--- src/rtl/key_pkg.sv ---
// Shared definitions for the push-button conditioner: per-channel FSM encoding
// and default timing constants for the 50 MHz Alinx demo boards.
package key_pkg;

    localparam int CLK_FREQ_HZ = 50_000_000;

    // 20 ms of stable level at the board clock
    localparam int DEFAULT_DEBOUNCE_CYCLES = CLK_FREQ_HZ / 50;

    typedef enum logic [1:0] {
        RELEASED     = 2'd0,
        PRESS_WAIT   = 2'd1,
        PRESSED      = 2'd2,
        RELEASE_WAIT = 2'd3
    } key_fsm_t;

endpackage

--- src/rtl/key_debounce_ch.sv ---
// One key channel: 2-flop synchroniser, debounce FSM with stability counter,
// and registered level/press/release outputs.
module key_debounce_ch
    import key_pkg::*;
#(
    parameter int DEBOUNCE_CYCLES = DEFAULT_DEBOUNCE_CYCLES,
    parameter int CNT_W           = $clog2(DEBOUNCE_CYCLES)
) (
    input  logic clk,
    input  logic rst,
    input  logic key_n,
    output logic key_state,
    output logic key_press,
    output logic key_release
);

    localparam logic [CNT_W-1:0] CNT_MAX = CNT_W'(DEBOUNCE_CYCLES - 1);

    logic             s1;
    logic             s2;
    key_fsm_t         state;
    key_fsm_t         state_nxt;
    logic [CNT_W-1:0] cnt;
    logic [CNT_W-1:0] cnt_nxt;
    logic             press_nxt;
    logic             release_nxt;
    logic             level_nxt;

    // Synchroniser resets to the released level so reset never looks like a press
    always_ff @(posedge clk) begin
        if (rst) begin
            s1          <= 1'b1;
            s2          <= 1'b1;
            state       <= RELEASED;
            cnt         <= '0;
            key_state   <= 1'b0;
            key_press   <= 1'b0;
            key_release <= 1'b0;
        end else begin
            s1          <= key_n;
            s2          <= s1;
            state       <= state_nxt;
            cnt         <= cnt_nxt;
            key_state   <= level_nxt;
            key_press   <= press_nxt;
            key_release <= release_nxt;
        end
    end

    always_comb begin
        state_nxt   = state;
        cnt_nxt     = cnt;
        press_nxt   = 1'b0;
        release_nxt = 1'b0;
        case (state)
            RELEASED: begin
                if (!s2) begin
                    state_nxt = PRESS_WAIT;
                    cnt_nxt   = '0;
                end
            end
            PRESS_WAIT: begin
                if (s2) begin
                    state_nxt = RELEASED;
                    cnt_nxt   = '0;
                end else if (cnt == CNT_MAX) begin
                    state_nxt = PRESSED;
                    cnt_nxt   = '0;
                    press_nxt = 1'b1;
                end else begin
                    cnt_nxt = cnt + 1'b1;
                end
            end
            PRESSED: begin
                if (s2) begin
                    state_nxt = RELEASE_WAIT;
                    cnt_nxt   = '0;
                end
            end
            RELEASE_WAIT: begin
                if (!s2) begin
                    state_nxt = PRESSED;
                    cnt_nxt   = '0;
                end else if (cnt == CNT_MAX) begin
                    state_nxt   = RELEASED;
                    cnt_nxt     = '0;
                    release_nxt = 1'b1;
                end else begin
                    cnt_nxt = cnt + 1'b1;
                end
            end
            default: begin
                state_nxt = RELEASED;
                cnt_nxt   = '0;
            end
        endcase
        // Level is registered from the next state so it moves with the strobe
        level_nxt = (state_nxt == PRESSED) || (state_nxt == RELEASE_WAIT);
    end

endmodule

--- src/rtl/key_debounce.sv ---
// Multi-channel key conditioner: independent debounce channels per key pin and
// a combined press indicator for downstream demo logic.
module key_debounce
    import key_pkg::*;
#(
    parameter int KEY_W           = 4,
    parameter int DEBOUNCE_CYCLES = DEFAULT_DEBOUNCE_CYCLES,
    parameter int CNT_W           = $clog2(DEBOUNCE_CYCLES)
) (
    input  logic             clk,
    input  logic             rst,
    input  logic [KEY_W-1:0] key_n,
    output logic [KEY_W-1:0] key_state,
    output logic [KEY_W-1:0] key_press,
    output logic [KEY_W-1:0] key_release,
    output logic             any_press
);

    for (genvar i = 0; i < KEY_W; i++) begin : g_ch
        key_debounce_ch #(
            .DEBOUNCE_CYCLES(DEBOUNCE_CYCLES),
            .CNT_W          (CNT_W)
        ) u_ch (
            .clk        (clk),
            .rst        (rst),
            .key_n      (key_n[i]),
            .key_state  (key_state[i]),
            .key_press  (key_press[i]),
            .key_release(key_release[i])
        );
    end

    // Strobes are already registered, so the OR stays a single clean pulse
    assign any_press = |key_press;

endmodule

--- config.mk ---
export PLATFORM = sky130hd
export DESIGN_NAME = key_debounce
export DESIGN_NICKNAME = d
export VERILOG_FILES = /design/src/rtl/key_pkg.sv /design/src/rtl/key_debounce_ch.sv /design/src/rtl/key_debounce.sv
export SDC_FILE = /design/constraint.sdc
export NUM_CORES = 1
export LEC_CHECK = 0
export BUFFER_PORTS_ARGS = -buffer_cell sky130_fd_sc_hd__buf_2
export CAP_MARGIN = 20
export CORE_MARGIN = 1.5
export CORE_UTILIZATION = 41
export CTS_CLUSTER_DIAMETER = 150
export DETAILED_ROUTE_END_ITERATION = 10
export PLACE_DENSITY_LB_ADDON = 0.15
export SLEW_MARGIN = 0
export SYNTH_ARGS = -nofsm -noshare
export SYNTH_HDL_FRONTEND = slang
export SYNTH_HIERARCHICAL = 1
export SYNTH_SLANG_ARGS = --single-unit
--- constraint.sdc ---
create_clock -name clk -period 5.8 [get_ports clk]
set_input_delay 0.29 -clock clk [delete_from_list [all_inputs] [get_ports clk]]
set_output_delay 0.29 -clock clk [all_outputs]
set_load 0.05 [all_outputs]
==> results of run 1 <==
## worst register-to-register path: stages (launching register included)
cell and delay, ns:
dfxtp_1 0.35, ha_1 0.23, nand3_1 0.24, nor4_4 0.10
a211oi_2 0.75, or3b_1 0.43, nand3_1 0.08
## cells by family after synthesis
family	count (synthesis)	share of synthesized area, %
buffers and inverters	21	2.37
DFF	107	42.3
adders and majority gates	4	0.989
muxes	9	1.78
xor gates and xnor gates	22	3.81
AOI/OAI and AO/OA	142	18.0
and+or+nand+nor	280	30.7
## synthesized netlist by cell type, drive strengths merged, types with 8 or more instances
cell type,n,share of area (%)
dfxtp,107,42
nand2,60,4.5
nor2,52,3.9
a21oi,46,4.6
nand3,41,4.1
o21ai,27,2.7
a31oi,25,3.1
nor3,19,1.9
nand4,16,2.0
and4,15,2.6
nor4,14,2.9
or3,14,1.7
xnor2,14,2.4
a22o,13,2.3
or2,12,1.5
inv,10,0.74
a21o,9,1.3
and3,9,1.1
mux2i,9,1.8
buf,8,1.4
nand2b,8,0.99
xor2,8,1.4
## state kept, by name (all words and copies together), names as in the netlist
| register | cells |
|---|---|
| g_ch.u_ch/key_release | 4 |
| g_ch.u_ch/key_state | 4 |
| g_ch.u_ch/key_press | 4 |
| g_ch.u_ch/s2 | 4 |
| g_ch.u_ch/state | 7 |
| g_ch.u_ch/cnt | 80 |
| g_ch.u_ch/s1 | 4 |
## final cells by class
| cell class | count | area (µm²) | area share (%) |
|---|---|---|---|
| multi-input cells | 457 | 2800 | 49.7 |
| flip-flops and latches | 107 | 2140 | 38.1 |
| clock buffers | 9 | 225 | 4.00 |
| well taps | 147 | 184 | 3.27 |
| repair buffers | 25 | 143 | 2.54 |
| clock inverters | 7 | 98.8 | 1.76 |
| inverters | 10 | 37.5 | 0.667 |
## worst paths after layout
check	start	to	slack, ns	depth (start not counted)
max	g_ch[3].u_ch/cnt[0]	g_ch[3].u_ch/cnt[17]	3.57	6
min	key_n[2]	g_ch[2].u_ch/s1	0.12	2
max reg2reg	g_ch[3].u_ch/cnt[0]	g_ch[3].u_ch/cnt[17]	3.57	6
min reg2reg	g_ch[0].u_ch/s1	g_ch[0].u_ch/s2	0.41	1
## layer usage
metal  global-route usage, %  up-vias  part of all wire [%]
met2                    28.9       61                    45
met3                    4.66        7                   3.4
li1                        -     2222                     -
met5                       0        -                     0
met4                    3.92        0                  0.88
met1                    23.6     2010                    51
## power breakdown
part / leakage (nW) / switching [mW] / total, mW / internal [mW]
registers: 0.864 / 0.00283 / 0.740 / 0.737
logic: 0.916 / 0.0287 / 0.0434 / 0.0147
clock network: 0.156 / 0.286 / 0.667 / 0.382
total: 1.94 / 0.317 / 1.45 / 1.13
==> metrics.txt, run 1 <==
status completed; cell breakdown of the critical path ha_1 > nand3_1 > nor4_4 > a211oi_2 > or3b_1 > nand3_1; Worst Clk Skew slightly below 0.006 ns; Gate Count Post-Synth 585; Die Ht 114 µm; die area around 0.013 mm²; final core utilization 46.8%; RD Place Congestion a little under 0.8; FP Rows 40; vias 4,300; first-pass GRT wire length 18.7 mm; Die W 114 µm; Critical Path Max Stage Delay 0.75 ns; CP max FO 16; WL final 10.7 mm; layout cells sized above 1 10.6%; Vias/cell approximately 5.6; DRC viols 0; P_leak 1.94 nW; commonest non-fill, non-tap cell in the layout dfxtp_1; RSZ-0062 raised after global routing no; Max Cap Viol 0; Critical Path Slowest Stage Cell a211oi_2; critical path class reg2reg; largest net degree at the start of global routing 60; Pre-Repair DR Iteration Count 5; CTS tree yes; Fillers about 1,200; hold buffers post-CTS 0; CP Capture Type flip-flop; gr usage total 17.7%; Worst Hold Class in2reg; Ports 19; Critical Path RT ~6 ns; Slew Limit Fails 0; crit-path most repeated cell nand3_1; starting density of the core 42.1%; EDFF count, synth 0; 1st-iter DRT viols 262; ys flop type dfxtp_1; fin cells approximately 760; FFs w/ async S/R, synth 0%; Power Total 1.45 mW; core area 0.0120 mm²; setup TNS 0 ns; sequential area share after synthesis 42.3%; TritonCTS sink count 107; Hold Vio Cnt, Final 0; yosys warns 6; port buffer count 18; CTS root buf clkbuf_16; CTS Buf Count 9; placed cell count around 750; commonest cells after routing, fill and taps aside dfxtp_1, nand2_1, nor2_1; Design Area, Final between 0.005 and 0.006 mm²; initial antenna violation count 0; CTS H-tree depth 3; Synth cell types 46; worst skew pair latency between 0.3 and 0.4 ns; P&R area growth vs syn 11.2%; Post-CTS Setup Repair Bufs 0; Post-Syn Area a little over 0.005 mm²; placed inst area approximately 0.0053 mm²; DR WL/cell 14.0 µm; Post-Syn Area per Cell 8.65 µm²; Synth Net Count 595; vias in the first global route 3,960; Rel. slew slack 40.2%; flops & latches, synth 107; Startpoint Class flip-flop; CP arrival 2.52 ns; Pwr Density 258 mW/mm²; Setup WS pre-CTS 3.56 ns; CP top delay family simple AND/OR/NAND/NOR gates; PnR worst setup slack roughly 3.6 ns; cts repair resizes 0; number of buffer and inverter stages on the critical path 0; period utilization 38.5%; detailed placement HPWL 7.33 mm; IR Drop Worst-Case VDD 0.157 mV; clock period minus worst slack 2.23 ns; Worst-path clk slew 0.07 ns; grt total ovfl 0; ANT nets after route 0; Max clock buf depth 2; Nets 620; ANT cells 0; slew at the pin with the worst max-slew slack 0.895 ns; highest clock rate 0.448 GHz; Setup-failing EPs final 0; worst hold slack 0.119 ns
No activity file was read; power rests on OpenSTA's default activity.
==> inputs of run 2 (changes only) <==
--- a/config.mk
+++ b/config.mk
@@ -5,6 +5,7 @@
 export SDC_FILE = /design/constraint.sdc
 export NUM_CORES = 1
 export LEC_CHECK = 0
+export ABC_AREA = 1
 export BUFFER_PORTS_ARGS = -buffer_cell sky130_fd_sc_hd__buf_2
 export CAP_MARGIN = 20
 export CORE_MARGIN = 1.5
==> constraint.sdc (replaced) <==
create_clock -name clk -period 2.25 [get_ports clk]
set_input_delay 0.1125 -clock clk [delete_from_list [all_inputs] [get_ports clk]]
set_output_delay 0.1125 -clock clk [all_outputs]
set_load 0.05 [all_outputs]
==> metrics.txt, run 2 <==
FP Rows 44; Vias/cell about 4.9; Post-Syn Area between 0.006 and 0.007 mm²; FFs w/ async S/R, synth 0%; largest area contributor in the synthesized netlist dfxtp_1; EDFF count, synth 0; Largest Register g_ch.u_ch/cnt; CTS root buf clkbuf_16; starting density of the core 42.2%; largest net degree at the start of global routing 26; CP Capture Type flip-flop; final core utilization a little under half; Sequential Power Share 53.2%; Max clock buf depth 2; P_leak between 2 and 3 nW; ANT cells 0; Critical Path RT 2.50 ns; period utilization 74.1%; Synth Net Count 913; gr usage total 18.0%; failing checks DRC; top post-synthesis cells by count nand2_1, nor2_1, dfxtp_1, inv_1, nand3_1; initial antenna violation count 0; status complete, but fails checks; CTS H-tree depth 3; Nets 935; Post-Syn Area per Cell about 6.8 µm²; 1st-iter DRT viols 419; Die Ht 126 µm; Gate Count Post-Synth 903; post-synthesis adder-cell area fraction 0.809%; slew at the pin with the worst max-slew slack 0.587 ns; P&R area growth vs syn 8.72%; TritonCTS sink count 107; Max Cap Viol 0; cell-internal power between 2 and 3 mW; DR WL/cell 12.4 µm; Worst-path clk slew 0.07 ns; highest clock rate around 0.60 GHz; DRC viols 1; sequential area share after synthesis 34.6%; detailed placement HPWL 10.1 mm; port buffer count 18; clock period minus worst slack 1.67 ns; Switch Pwr 856 µW; setup TNS 0 ns; core area 0.0146 mm²; vias in the first global route 4,826; mux contribution to synthesized area 0%; top-area cell type share of the netlist area 34.6%; RSZ-0062 raised after global routing no; commonest non-fill, non-tap cell in the layout nand2_1; Startpoint Class flip-flop; CP max FO 10; synth top area cells dfxtp_1, nand2_1, nor2_1; WL final 13.8 mm; Hold Vio Cnt, Final 0; flops & latches, synth around 110; CTS tree yes; first-pass GRT wire length 23.2 mm; vias 5,441; Slew Limit Fails 0; CTS Buf Count 9; Worst Clk Skew around 0.0081 ns; ys flop type dfxtp_1; Die W 126 µm; worst hold slack 0.252 ns; Setup-failing EPs final 0; Ports 19; RD Place Congestion 0.807; Rel. slew slack 60.8%; die area 0.0158 mm²; yosys warns 6; simple-gate area share of the yosys netlist 44.7%; commonest cells after routing, fill and taps aside nand2_1, nor2_1, inv_1, dfxtp_1, nand3_1; main combinational cell family by area after synthesis simple AND/OR/NAND/NOR gates; switching fraction of total power a little under a quarter; Synth cell types 33; Comb pwr share 4.3%; Pre-Repair DR Iteration Count 10; Pwr Density ~530 mW/mm²; Worst Hold Class in2reg; grt total ovfl 0; Synth Area in Compound Gates 8.28%; cts repair resizes 0; biggest regs g_ch.u_ch/cnt x80, g_ch.u_ch/state x7; Post-Synth XOR/XNOR Area 1.42%; ANT nets after route 0; CP arrival around 1.9 ns; IR Drop Worst-Case VDD around 0.42 mV; most repeated cell in the gate-level netlist after synthesis nand2_1; worst skew pair latency 0.36 ns; critical path class reg2reg; Largest register FFs 80; layout cells sized above 1 19.5%; power share of the clock group 42.5%
## run 2: changes by cell type after synthesis, moves of 23 or more
cell and change:
a31oi_1 -25, nand2_2 +28, nand3_1 +25, inv_1 +97, nor2_1 +75, inv_2 +30, nor2_2 +23, nand2_1 +138
## run 2: cell type report
| type | instances | area, µm² |
|---|---|---|
| inverter | 137 | 514 |
| tap | 184 | 230 |
| timing repair buffer | 24 | 145 |
| clock buffer | 12 | 246 |
| fill | 1529 | 7920 |
| clock inverter | 4 | 33.8 |
| multi-input combinational | 646 | 3410 |
| sequential | 107 | 2140 |
## run 2: power groups by stage
stage	Clock (mW)	Combinational, mW	Sequential (mW)
after floorplan	0	0.119	1.95
after global placement	0	0.149	1.95
after detailed placement	0	0.149	1.95
after CTS	1.59	0.154	1.91
after global routing	1.65	0.166	1.91
final	1.52	0.153	1.91
## run 2: timing repair
item / CTS / global route
buffers inserted: 0 / 0
hold endpoints to repair: 4 / 0
hold buffers: 4 / 0
## run 2: per-stage QoR
step / instance area (µm²) / total power [mW] / worst slack, ns / cells
global placement: 6400 / 2.10 / 0.675 / 1094
finish: 6720 / 3.59 / 0.582 / 1114
floorplan: 6180 / 2.07 / 0.647 / 903
CTS: 6720 / 3.65 / 0.594 / 1114
global route: 6720 / 3.73 / 0.453 / 1114
detailed placement: 6400 / 2.10 / 0.611 / 1094
## run 2: routing by layer
| metal | vias to the layer above | part of all wire, % | GRT usage (%) |
|---|---|---|---|
| li1 | 2891 | - | - |
| met1 | 2469 | 52 | 24.8 |
| met2 | 69 | 44 | 28.7 |
| met3 | 12 | 2.8 | 3.61 |
| met4 | 0 | 1.1 | 5.21 |
| met5 | - | 0 | 0 |
## run 2: path summary, 6_finish.rpt
kind | startpoint | to | slack (ns) | cells after the start
hold reg to reg | g_ch[3].u_ch/s1 | g_ch[3].u_ch/s2 | 0.41 | 1
setup reg to reg | g_ch[3].u_ch/cnt[1] | g_ch[3].u_ch/cnt[12] | 0.58 | 10
hold / removal | rst | g_ch[2].u_ch/cnt[1] | 0.25 | 2
setup / recovery | g_ch[3].u_ch/cnt[1] | g_ch[3].u_ch/cnt[12] | 0.58 | 10
## run 2: critical path: stages, from the launching register on
cell	delay, ns
dfxtp_1	0.38
ha_1	0.19
inv_1	0.08
nor2_4	0.17
nand2_2	0.11
nor2_4	0.13
nand2_4	0.11
nand2_4	0.10
nand2_4	0.10
nand2_4	0.11
nor2_1	0.06
## run 2: kinds of logic after synthesis
group,after synthesis
xor gates and xnor gates,10
buffers and inverters,150
and+or+nand+nor,549
adders and majority gates,4
AOI/OAI and AO/OA,83
DFF,107
==> inputs of run 3 (changes only) <==
==> constraint.sdc (replaced) <==
create_clock -name clk -period 1.7 [get_ports clk]
set_input_delay 0.085 -clock clk [delete_from_list [all_inputs] [get_ports clk]]
set_output_delay 0.085 -clock clk [all_outputs]
set_load 0.05 [all_outputs]
==> metrics.txt, run 3 (same netlist as run 2, synthesis figures left out) <==
FP Rows 44; Critical Path RT 1.94 ns; Slew Limit Fails 0; commonest cells after routing, fill and taps aside nand2_1, nor2_1, inv_1; Power Total 4.80 mW; highest clock rate 0.631 GHz; RD Place Congestion 0.844; initial antenna violation count 0; Largest register FFs 80; die area ~0.016 mm²; CTS tree yes; commonest non-fill, non-tap cell in the layout nand2_1; clock period minus worst slack between 1.5 and 2 ns; grt total ovfl 0; period utilization 93.2%; CTS root buf clkbuf_16; fin cells roughly 1,100; Critical Path Max Stage Delay 0.35 ns; gr usage total between 10% and 20%; CP arrival 1.82 ns; grt met2 use 30.0%; slew at the pin with the worst max-slew slack roughly 0.55 ns; critical path class reg2reg; RSZ-0062 raised after global routing no; PnR worst setup slack roughly 0.12 ns; IR Drop Worst-Case VDD 0.493 mV; core area about 0.015 mm²; setup TNS 0 ns; Die W about 130 µm; TritonCTS sink count 107; port buffer count 18; Max Cap Viol 0; P&R area growth vs syn 11.3%; DR WL/cell 12.3 µm; Worst Hold Class in2reg; M3 GR Usage 4.25%; Hold Vio Cnt, Final 0; CTS H-tree depth 3; DRC viols 0; Worst-path clk slew 0.07 ns; cell breakdown of the critical path ha_2 > nand2_2 > nor2_8 > buf_4 > nand3_2 > nor2_1 > nand2_1 > o21ai_0 > a21oi_1; worst skew pair latency 0.36 ns; placed cell count 1,103; CP max FO 7; ANT nets after route 0; biggest regs g_ch.u_ch/cnt x80, g_ch.u_ch/state x7; Setup-failing EPs final 0; Critical Path Slowest Stage Cell dfxtp_1; ANT cells 0; final core utilization 47.0%; largest net degree at the start of global routing 21; Setup WS pre-CTS 0.116 ns; vias 5,480; GRT Max-Usage Layer met2; layout cells sized above 1 21.6%; worst hold slack about 0.12 ns; P_leak approximately 2.8 nW; Pre-Repair DR Iteration Count 6; Design Area, Final 0.00688 mm²; first-pass GRT wire length 24.0 mm; CP Capture Type flip-flop; Nets roughly 950; Pwr Density 697 mW/mm²; starting density of the core 42.2%; Vias/cell 4.85; WL final 13.9 mm; status completed; Largest Register g_ch.u_ch/cnt; Ports 19; Startpoint Class flip-flop; 1st-iter DRT viols 364; Max clock buf depth 2; placed inst area 0.00647 mm²; GRT met1 Usage 25.7%; Die Ht between 100 and 150 µm; CP top delay family simple AND/OR/NAND/NOR gates; CTS Buf Count 9; number of buffer and inverter stages on the critical path 1; detailed placement HPWL 10.3 mm; Rel. slew slack 63.2%; vias in the first global route roughly 5,000; Worst Clk Skew 0.00875 ns
## run 3: cell type report
class,instances,area [µm²]
clock buffer,9,225
timing repair buffer,40,265
tap,184,230
clock inverter,7,71.3
multi-input combinational,646,3430
inverter,137,514
sequential,107,2140
fill,1542,7760
## run 3: what timing repair did
action,CTS,global route
resized for setup,0,7
setup endpoints to repair,0,28
endpoints found under the hold margin,4,0
buffers inserted,0,7
hold buffers,4,0
## run 3: final timing paths
kind | slack (ns) | cells past startpoint | from | endpoint
max | 0.12 | 9 | g_ch[1].u_ch/cnt[0] | g_ch[1].u_ch/cnt[18]
min | 0.12 | 2 | rst | g_ch[2].u_ch/cnt[1]
max reg2reg | 0.12 | 9 | g_ch[1].u_ch/cnt[0] | g_ch[1].u_ch/cnt[18]
min reg2reg | 0.41 | 1 | g_ch[3].u_ch/s1 | g_ch[3].u_ch/s2
## run 3: layer usage
layer	wire [µm]	share of wire (%)	up-vias
met3	613	4.4	9
li1	-	-	2932
met4	102	0.74	0
met2	6250	45	110
met5	0	0	-
met1	6910	50	2429
## run 3: power breakdown
part	switching, mW	internal [mW]	total, mW
combinational	0.151	0.0545	0.206
sequential	0.00757	2.52	2.52
clock	1.04	1.03	2.07
total	1.20	3.60	4.80
